===== src/rtl/fwd_hazard_scoreboard_pkg.sv =====
// Shared pipeline definitions for the forwarding / load-use hazard unit.
//   slot_t        : one tracked in-flight writer {valid, rd, we, rdy}
//   FWD_REGFILE   : forwarding select value meaning "take the register file"
//   STG_EX/STG_MEM: slot indices of the EX and MEM stages
//   live_writer() : true when a slot will really write a non-x0 register
// Slot fields are sized for the largest supported configuration; narrower
// instances zero-extend into them.
package fwd_hazard_scoreboard_pkg;

  localparam int RW_MAX      = 8;  // widest supported register index
  localparam int SLW_MAX     = 4;  // widest supported stage index / rdy field
  localparam int FWD_REGFILE = 0;
  localparam int STG_EX      = 1;
  localparam int STG_MEM     = 2;

  typedef struct packed {
    logic               valid;
    logic [RW_MAX-1:0]  rd;
    logic               we;
    logic [SLW_MAX-1:0] rdy;  // last stage whose end produces the result
  } slot_t;

  // x0 is hard-wired to zero, so a write to it is never a dependency.
  function automatic logic live_writer(input slot_t s);
    return s.valid && s.we && (s.rd != '0);
  endfunction

endpackage


===== src/rtl/fwd_hazard_scoreboard_match.sv =====
// Youngest-writer search over a range of tracked slots.
//   src   : source register index being looked up
//   slots : all tracked slots, index 1 = EX (youngest) .. DEPTH = WB
//   hit   : some slot in K_LO..K_HI is a live writer of src
//   idx   : the smallest (youngest) matching slot index
//   rdy   : that slot's rdy field
module fwd_match
  import fwd_hazard_scoreboard_pkg::*;
#(
  parameter int RW    = 5,
  parameter int DEPTH = 3,
  parameter int K_LO  = 1,
  parameter int K_HI  = 2
) (
  input  logic [RW-1:0]      src,
  input  slot_t              slots [1:DEPTH],
  output logic               hit,
  output logic [SLW_MAX-1:0] idx,
  output logic [SLW_MAX-1:0] rdy
);

  // Scan oldest to youngest so the youngest match is the last one written.
  // NOTE: every output gets a default first so this block can never infer a latch.
  always_comb begin
    hit = 1'b0;
    idx = '0;
    rdy = '0;
    for (int k = K_HI; k >= K_LO; k--) begin
      if (live_writer(slots[k]) && (slots[k].rd == RW_MAX'(src))) begin
        hit = 1'b1;
        idx = SLW_MAX'(k);
        rdy = slots[k].rdy;
      end
    end
  end

endmodule


===== src/rtl/fwd_hazard_scoreboard.sv =====
// Forwarding and load-use hazard unit for the in-order integer pipeline.
// Tracks in-flight writers from EX (slot 1) to WB (slot DEPTH), selects
// forwarding sources for the EX instruction and stalls ID when a needed
// result cannot be forwarded in time.
//   clk, rstn  : clock, asynchronous active-low reset
//   id_valid   : ID holds a real instruction
//   id_rs      : ID sources, source i at [i*RW +: RW]
//   id_rd/we   : ID destination and write enable
//   id_rdy     : last stage whose end produces the ID result (ALU 1, load 2)
//   hold       : global freeze
//   flush      : kill the ID instruction (branch resolved in EX)
//   stall      : ID must hold, IF/ID must not advance
//   ex_fwd     : per-source EX select, 0 = regfile, k-1 = slot k
//   stall_cnt  : saturating count of stall cycles
module fwd_hazard_scoreboard
  import fwd_hazard_scoreboard_pkg::*;
#(
  parameter  int RW    = 5,
  parameter  int NSRC  = 2,
  parameter  int DEPTH = 3,
  parameter  int CNT_W = 16,
  localparam int SLW   = $clog2(DEPTH + 1),
  localparam int SEL_W = $clog2(DEPTH)
) (
  input  logic                  clk,
  input  logic                  rstn,
  input  logic                  id_valid,
  input  logic [NSRC*RW-1:0]    id_rs,
  input  logic [RW-1:0]         id_rd,
  input  logic                  id_we,
  input  logic [SLW-1:0]        id_rdy,
  input  logic                  hold,
  input  logic                  flush,
  output logic                  stall,
  output logic [NSRC*SEL_W-1:0] ex_fwd,
  output logic [CNT_W-1:0]      stall_cnt
);

  slot_t              slots [1:DEPTH];
  logic [NSRC*RW-1:0] ex_rs;
  logic [CNT_W-1:0]   cnt_q;
  logic [NSRC-1:0]    src_not_ready;

  for (genvar gi = 0; gi < NSRC; gi++) begin : g_src
    logic               f_hit, s_hit;
    logic [SLW_MAX-1:0] f_idx, f_rdy, s_idx, s_rdy;

    // Forward path: EX can only take results that sit in MEM or later.
    fwd_match #(.RW(RW), .DEPTH(DEPTH), .K_LO(STG_MEM), .K_HI(DEPTH)) u_fwd (
      .src   (ex_rs[gi*RW +: RW]),
      .slots (slots),
      .hit   (f_hit),
      .idx   (f_idx),
      .rdy   (f_rdy)
    );

    // A result produced at the end of stage rdy is forwardable from any later slot.
    assign ex_fwd[gi*SEL_W +: SEL_W] = (f_hit && (f_rdy < f_idx))
                                     ? SEL_W'(f_idx - SLW_MAX'(1))
                                     : SEL_W'(FWD_REGFILE);

    // Stall path: the ID consumer reaches EX one cycle from now, when the
    // writer now in slot k will be in slot k+1.
    fwd_match #(.RW(RW), .DEPTH(DEPTH), .K_LO(STG_EX), .K_HI(DEPTH-1)) u_stl (
      .src   (id_rs[gi*RW +: RW]),
      .slots (slots),
      .hit   (s_hit),
      .idx   (s_idx),
      .rdy   (s_rdy)
    );

    assign src_not_ready[gi] = s_hit && (s_rdy >= s_idx + SLW_MAX'(1));
  end

  assign stall     = id_valid && (|src_not_ready) && !flush && !hold;
  assign stall_cnt = cnt_q;

  // NOTE: the slot array is reset as well as the counter; an unreset valid
  // bit would fabricate hazards right after reset.
  // NOTE: sequential state uses non-blocking assignments so every slot shifts
  // from its pre-edge value regardless of loop order.
  always_ff @(posedge clk or negedge rstn) begin
    if (!rstn) begin
      for (int k = 1; k <= DEPTH; k++) slots[k] <= '0;
      ex_rs <= '0;
      cnt_q <= '0;
    end else if (!hold) begin
      for (int k = DEPTH; k >= 2; k--) slots[k] <= slots[k-1];
      if (flush || stall) begin
        slots[1] <= '0;  // bubble
        ex_rs    <= '0;
        // stall is already masked by flush, so a flush never counts.
        if (stall && (cnt_q != '1)) cnt_q <= cnt_q + 1'b1;
      end else begin
        slots[1] <= '{valid: id_valid,
                      rd:    RW_MAX'(id_rd),
                      we:    id_we,
                      rdy:   SLW_MAX'(id_rdy)};
        ex_rs    <= id_valid ? id_rs : '0;
      end
    end
  end

endmodule


===== config.mk =====
export PLATFORM = sky130hd
export DESIGN_NAME = fwd_hazard_scoreboard
export DESIGN_NICKNAME = d
export VERILOG_FILES = /design/src/rtl/fwd_hazard_scoreboard_pkg.sv /design/src/rtl/fwd_hazard_scoreboard_match.sv /design/src/rtl/fwd_hazard_scoreboard.sv
export SDC_FILE = /design/constraint.sdc
export NUM_CORES = 1
export LEC_CHECK = 0
export ABC_AREA = 1
export CORE_UTILIZATION = 30
export DETAILED_ROUTE_END_ITERATION = 7
export MAX_ROUTING_LAYER = met4
export PLACE_DENSITY = 0.54
export SLEW_MARGIN = 40
export SYNTH_ARGS = -nofsm -noshare
export SYNTH_HDL_FRONTEND = slang
export SYNTH_HIERARCHICAL = 1
export SYNTH_SLANG_ARGS = --single-unit

===== constraint.sdc =====
create_clock -name clk -period 3.4 [get_ports clk]
set_input_delay 0.68 -clock clk [delete_from_list [all_inputs] [get_ports clk]]
set_output_delay 0.68 -clock clk [all_outputs]
set_load 0.005 [all_outputs]

==> impl_metrics.ini <==
[status]
status = finished, final reports clean

[synth]
yosys_warnings = 6
ys_types = 34
synth_top_family_by_area = simple AND/OR/NAND/NOR gates
syn_area_per_cell_um2 = 6.449
synth-seq-cells = 53
synthAdderAreaFrac_pct = 4.620
synth-xor-area-share_pct = 3.234
synthMuxAreaShare_pct = 0
synthSimpleGateAreaFrac_pct = 45.54
synth_compound_area_share_pct = 4.810
syn_inst = 714
syn_area_um2 = 4604
synth_seq_area_share_pct = 28.80

[clocking]
htree_levels = 2
cts_made_buffers = 5
holdBufCountCts = 0
clk_latency_ps = 290
cts_tree = built
clkSinkCount = 53
clkTransAtPathRegs_ps = 70
clock-root-buffer = clkbuf_16
cts.path.max_buffers = 2

[global_routing]
grt_pass1_wl_mm = 20.37
antenna_found_initial = 0
grt.total_usage_pct = 16.52
grt_pass1_vias = 4239
grt.overflow.total = 0
grt_max_degree = 46

[power_and_ir_drop]
switching_power_uw = 505.7
p_per_area_nw_per_um2 = 291.3
pwr-share-clk_pct = 35.5
seqPwrFrac_pct = 43.1
p_leak_nw = 2.952
ir_drop_v = 0.0001901
switching_share_pct = 30.03
internal_power_mw = 1.178
combPwrFrac_pct = 21.3
total_power_mw = 1.684

[timing]
drv_slew = 0
finalSetupViolCount = 0
finalCritPeriodShare_pct = 95.61
period_needed_ps = 3251
grt_setup_unrepaired = yes
max_freq_mhz = 307.6
fin_worst_skew_ps = 8.793
hold_viol_final = 0
fin_hold_ws_ps = 336.0

[finish]
final_nets = 863
antenna_cells = 0
syn_to_final_growth_pct = 25.57
nFillCells = 1619
post-route-util_pct = 39.19
final_layout_size_suffix_gt1_share_pct = 18.20
fin_area_um2 = 5782

[drt]
vias = 4493
drtIter0Drc = 235
vias_per_cell = 4.457
drc = 0
drt-pass1-iter-count = 5
antenna_left = 0
wl_per_cell_um = 12.17
totalWireLength_mm = 12.27

[place]
dpl.hpwl_mm = 9.364
dpl_cell_area_um2 = 5502
gp_congestion = 0.8502
portBuffers = 43

[critical_path]
cp_max_fo = 5
r2r_setup_slack_ps = 540
critical_path_class = flip-flop to primary output
path_cells = buf_6, nor2_2, nand3_1, a21oi_2, nor2_4, inv_2, nor2_4, ha_2, inv_2, ha_4, nand2_1, nand2_1, nand2_1, nand3_1, nand2_1, nand2_2, nand2_2, inv_2, clkbuf_2
cpMostUsedCell = nand2_1
critPathTopFamily = simple AND/OR/NAND/NOR gates
crit_cells = 19
max_stage_delay_ps = 440
rr_worst_depth = 20
endpoint_kind = primary output
critPathBufInv = 5
arrival_ps = 2570
critPathLaunchType = flip-flop
critical_path_required_ps = 2720
crit_slowest_cell = dfrtp_2

[floorplan]
die_w_um = 125.9
rows = 44
ioPinCount = 44
die_y_um = 125.9
core_um2 = 14750
dieArea_um2 = 15850
start_util_pct = 31.21

[run]
maxCapViolCount = 0

[hold_path]
hold_class = input pin to async pin
## power groups by stage
stage                     clock network (mW)  logic, mW  registers, mW
after floorplan                            0      0.229          0.721
after global placement                     0      0.334          0.740
after detailed placement                   0      0.337          0.740
after CTS                              0.610      0.347          0.726
after global routing                   0.635      0.406          0.733
final                                  0.599      0.359          0.726
## timing repair
action / 4_1_cts / 5_1_grt
setup buffers: 4 / 5
resized for setup: 57 / 22
setup endpoints to repair: 5 / 3
pin swaps: 11 / 8
gates cloned: 0 / 0
## metrics by stage
stage          TNS (ps)  setup slack, ps  instances
2_1_floorplan         0            149.0        757
5_1_grt          -47.88           -47.88       1008
6_report              0            149.1       1008
3_3_place_gp      -4336           -689.2        991
4_1_cts          -22.93           -22.93       1003
3_5_place_dp      -4105           -678.9        991
## path summary, 6_finish.rpt
path / from / endpoint
setup / recovery: slots[19]$_DFFE_PN0N_ / stall
hold / removal: rstn / stall_cnt[14]$_DFFE_PN0P_
setup reg to reg: slots[19]$_DFFE_PN0N_ / stall_cnt[13]$_DFFE_PN0P_
hold reg to reg: slots[13]$_DFFE_PN0N_ / slots[13]$_DFFE_PN0N_
max in group asynchronous: rstn / slots[22]$_DFFE_PN0N_
min in group clk: slots[13]$_DFFE_PN0N_ / slots[13]$_DFFE_PN0N_
## routing by layer
layer	part of all wire (%)	routed length, um	track usage, %
met2	48	5839	27.98
met5	0	0	-
met3	3.7	451	2.421
met1	47	5789	20.75
met4	1.5	186	3.756
## logic make-up (layout without fill, tap and decap cells)
kind of cell,Yosys count,count (layout)
DFF,53,53
and+or+nand+nor,442,442
AOI/OAI and AO/OA,43,43
buffers and inverters,137,204
xor gates and xnor gates,17,17
adders and majority gates,17,17
other,5,48
## registers in the layout, indices dropped and copies added (netlist names)
register / cells
stall_cnt: 16
slots: 27
ex_rs: 10
## cells in the final DEF (no fill, tap or decap), types with 15 or more instances in the layout
cell type	count
nand4_1	29
nand2_2	16
inv_2	22
clkdlybuf4s50_1	27
o21ai_0	18
conb_1	48
ha_1	15
nand2_1	252
nand3_1	54
dfrtp_1	46
nor2_1	49
buf_4	36
inv_1	90
## worst register-to-register path: stages, from the launching register on
cell and delay (ps):
dfrtp_2 440, buf_6 130, nor2_2 90, nand3_1 100, a21oi_2 200, nor2_4 60
inv_2 70, nor2_4 40, ha_2 310, inv_2 40, ha_4 250, nand2_1 40
nand2_1 50, nand2_1 40, nand3_1 60, nand2_1 60, nand2_2 70, buf_4 250
nand3_4 250, nand2_1 120, nand2_1 60
## synth_stat cells
master      n  area share (%)
ha_1       17             4.6
nand3_2     2            0.43
nand4_1    29             3.9
conb_1      5            0.41
inv_2      20             1.6
xnor2_1    10             1.9
nor2_4     11             2.7
o21ai_0    20             2.2
clkbuf_1    5            0.41
o211ai_1    2            0.33
nor2b_4     2            0.60
nand2_2    10             1.4
nand3b_1    2            0.33
nand2_4     1            0.24
clkinv_1    1           0.081
nor3_2      1            0.22
inv_1      92             7.5
xor2_1      7             1.3
nand3_1    54             5.9
nor3_4      2            0.71
nand3b_2    1            0.24
a21oi_1    14             1.5
and2_1      2            0.27
buf_6       1            0.24
nand2_1   258              21
nor2_2     12             1.6
o21ai_1     6            0.65
o22ai_1     1            0.14
clkinv_4    2            0.38
buf_4      11             1.8
nand3_4     5             1.9
nor2_1     50             4.1
dfrtp_1    53              29
buf_2       5            0.54
## final cells by class
type / count / area, um^2 / share of cell area (%)
inverters: 115 / 441.7 / 7.639
well taps: 184 / 230.2 / 3.982
clock buffers: 7 / 142.6 / 2.467
clock inverters: 1 / 30.03 / 0.5194
multi-input cells: 567 / 2925 / 50.60
repair buffers: 81 / 676.9 / 11.71
flip-flops and latches: 53 / 1335 / 23.09
No activity file was read; power rests on OpenSTA's default activity.
==> variant (config.mk and constraints unchanged) <==
Reset style: synchronous (`rstn`), changed in one clocked block. Comments in the files are not updated.
--- a/src/rtl/fwd_hazard_scoreboard.sv
+++ b/src/rtl/fwd_hazard_scoreboard.sv
@@ -79,7 +79,7 @@
   // bit would fabricate hazards right after reset.
   // NOTE: sequential state uses non-blocking assignments so every slot shifts
   // from its pre-edge value regardless of loop order.
-  always_ff @(posedge clk or negedge rstn) begin
+  always_ff @(posedge clk) begin
     if (!rstn) begin
       for (int k = 1; k <= DEPTH; k++) slots[k] <= '0;
       ex_rs <= '0;
Behaviour: differs if rstn is asserted again (counterexample within 4 cycles, from zero or initial values and one cycle with rstn low); with rstn held inactive, the same outputs for 4 cycles.
==> variant against the original RTL <==
  * Sequential share of layout area down 4.4 points
  * Setup slack better by 0.057 ns
  * Cell area up 1.3%
  * Total power down 8.6%
  * Synthesized area down 2.4%
  * Combinational power down 23%
  * Routed wire length down 2.5%
  * Register-to-register slack better by 0.08 ns
  * Sequential cell count unchanged
  * Highest routed layer unchanged
==> variant: results <==
run_status:
  status: "finished, final reports clean"
sta:
  finClkSkew_ns: 0.00762
  holdWs_ns: 0.497
worst_setup_path:
  critPathArrivalTime_ns: 2.51
  slowest_stage: "ha_1"
  r2r_start: "slots[19]"
  startpoint: "id_rs[4]"
  r2r_setup_slack_ns: 0.62
  cp_max_fo: 4
  r2r-end: "stall_cnt[1]"
  critPathMaxStageDelay_ns: 0.28
power:
  vdd_drop_max_mv: 0.307
  intPower_mw: 1.10
synth:
  ys_types: 33
  synthTopCellsByCount: "nand2_1, nor2_1, inv_1"
  synthArstFlopShare_pct: 0
  synthTopCellsByArea: "dfxtp_1, nand2_1, nor2_1"
  seq_area_frac_synth_pct: 23.6
  yosys.area.top_type_share_pct: 23.6
place:
  port_buffers: 43
  dp_hpwl_mm: 8.88
  gp_congestion: 0.804
  place_inst: 1003
hold_path:
  min_path_type: "reg -> reg"
grt:
  grt_pass1_wl_mm: 20.4
  grt_pass1_vias: 4153
detailed_routing:
  vias_per_cell: 4.43
  drt_iter0_markers: 171
  num_vias: 4528
  finalWirelength_mm: 12.0
layout:
  drive_gt1_share_pct: 22.2
cts:
  clock_path_buffers: 2
## variant: metrics by stage
stage	worst slack [ns]	cell area (sq um)	setup TNS, ns
6_report	0.206	5860	0
5_1_grt	0.0486	5860	0
4_1_cts	-0.0276	5610	-0.0276
3_5_place_dp	-0.641	5400	-4.82
3_3_place_gp	-0.649	5400	-4.54
2_1_floorplan	0.297	4660	0
## variant: repair_timing
action                                  4_1_cts  5_1_grt
gates resized for setup                      68       58
pin swaps                                    15       33
endpoints found under the setup margin        5        5
cloned                                        0        0
buffers inserted                              4        8
## variant: layout make-up
type	instances	area [sq um]
Inverter	107	417
Multi-Input combinational cell	586	3170
Tap cell	184	230
Fill cell	1594	8730
Clock buffer	5	125
Timing Repair Buffer	85	777
Clock inverter	3	43.8
Sequential cell	53	1090
## variant: critical path: cells and delay by family
family	cells	cell delay (ns)
and+or+nand+nor	12	0.83
xor gates and xnor gates	1	0.06
buffers and inverters	7	0.49
adders and majority gates	2	0.42
## variant: power by group through the flow
stage | Sequential (mW) | Combinational (mW) | Clock, mW
5_1_grt | 0.673 | 0.310 | 0.638
4_1_cts | 0.670 | 0.257 | 0.611
6_report | 0.668 | 0.275 | 0.596
3_5_place_dp | 0.684 | 0.253 | 0
2_1_floorplan | 0.676 | 0.175 | 0
3_3_place_gp | 0.684 | 0.252 | 0
## variant: cells by family (layout without fill, tap and decap cells)
logic type               count (synthesis)  after routing  synth area share (%)
AO/OA/AOI/OAI                           77             77                  9.35
XOR/XNOR                                17             17                  3.31
adder cells (fa/ha/maj)                 17             17                  4.73
buffers and inverters                  134            200                  12.6
flip-flops                              53             53                  23.6
other                                    5             48                 0.418
AND/OR/NAND/NOR                        427            427                  46.0
## variant: metal layers
metal,track usage (%),wire [um]
met2,27.0,5630
met1,22.2,5990
met4,1.70,32
met5,-,0
met3,2.10,301
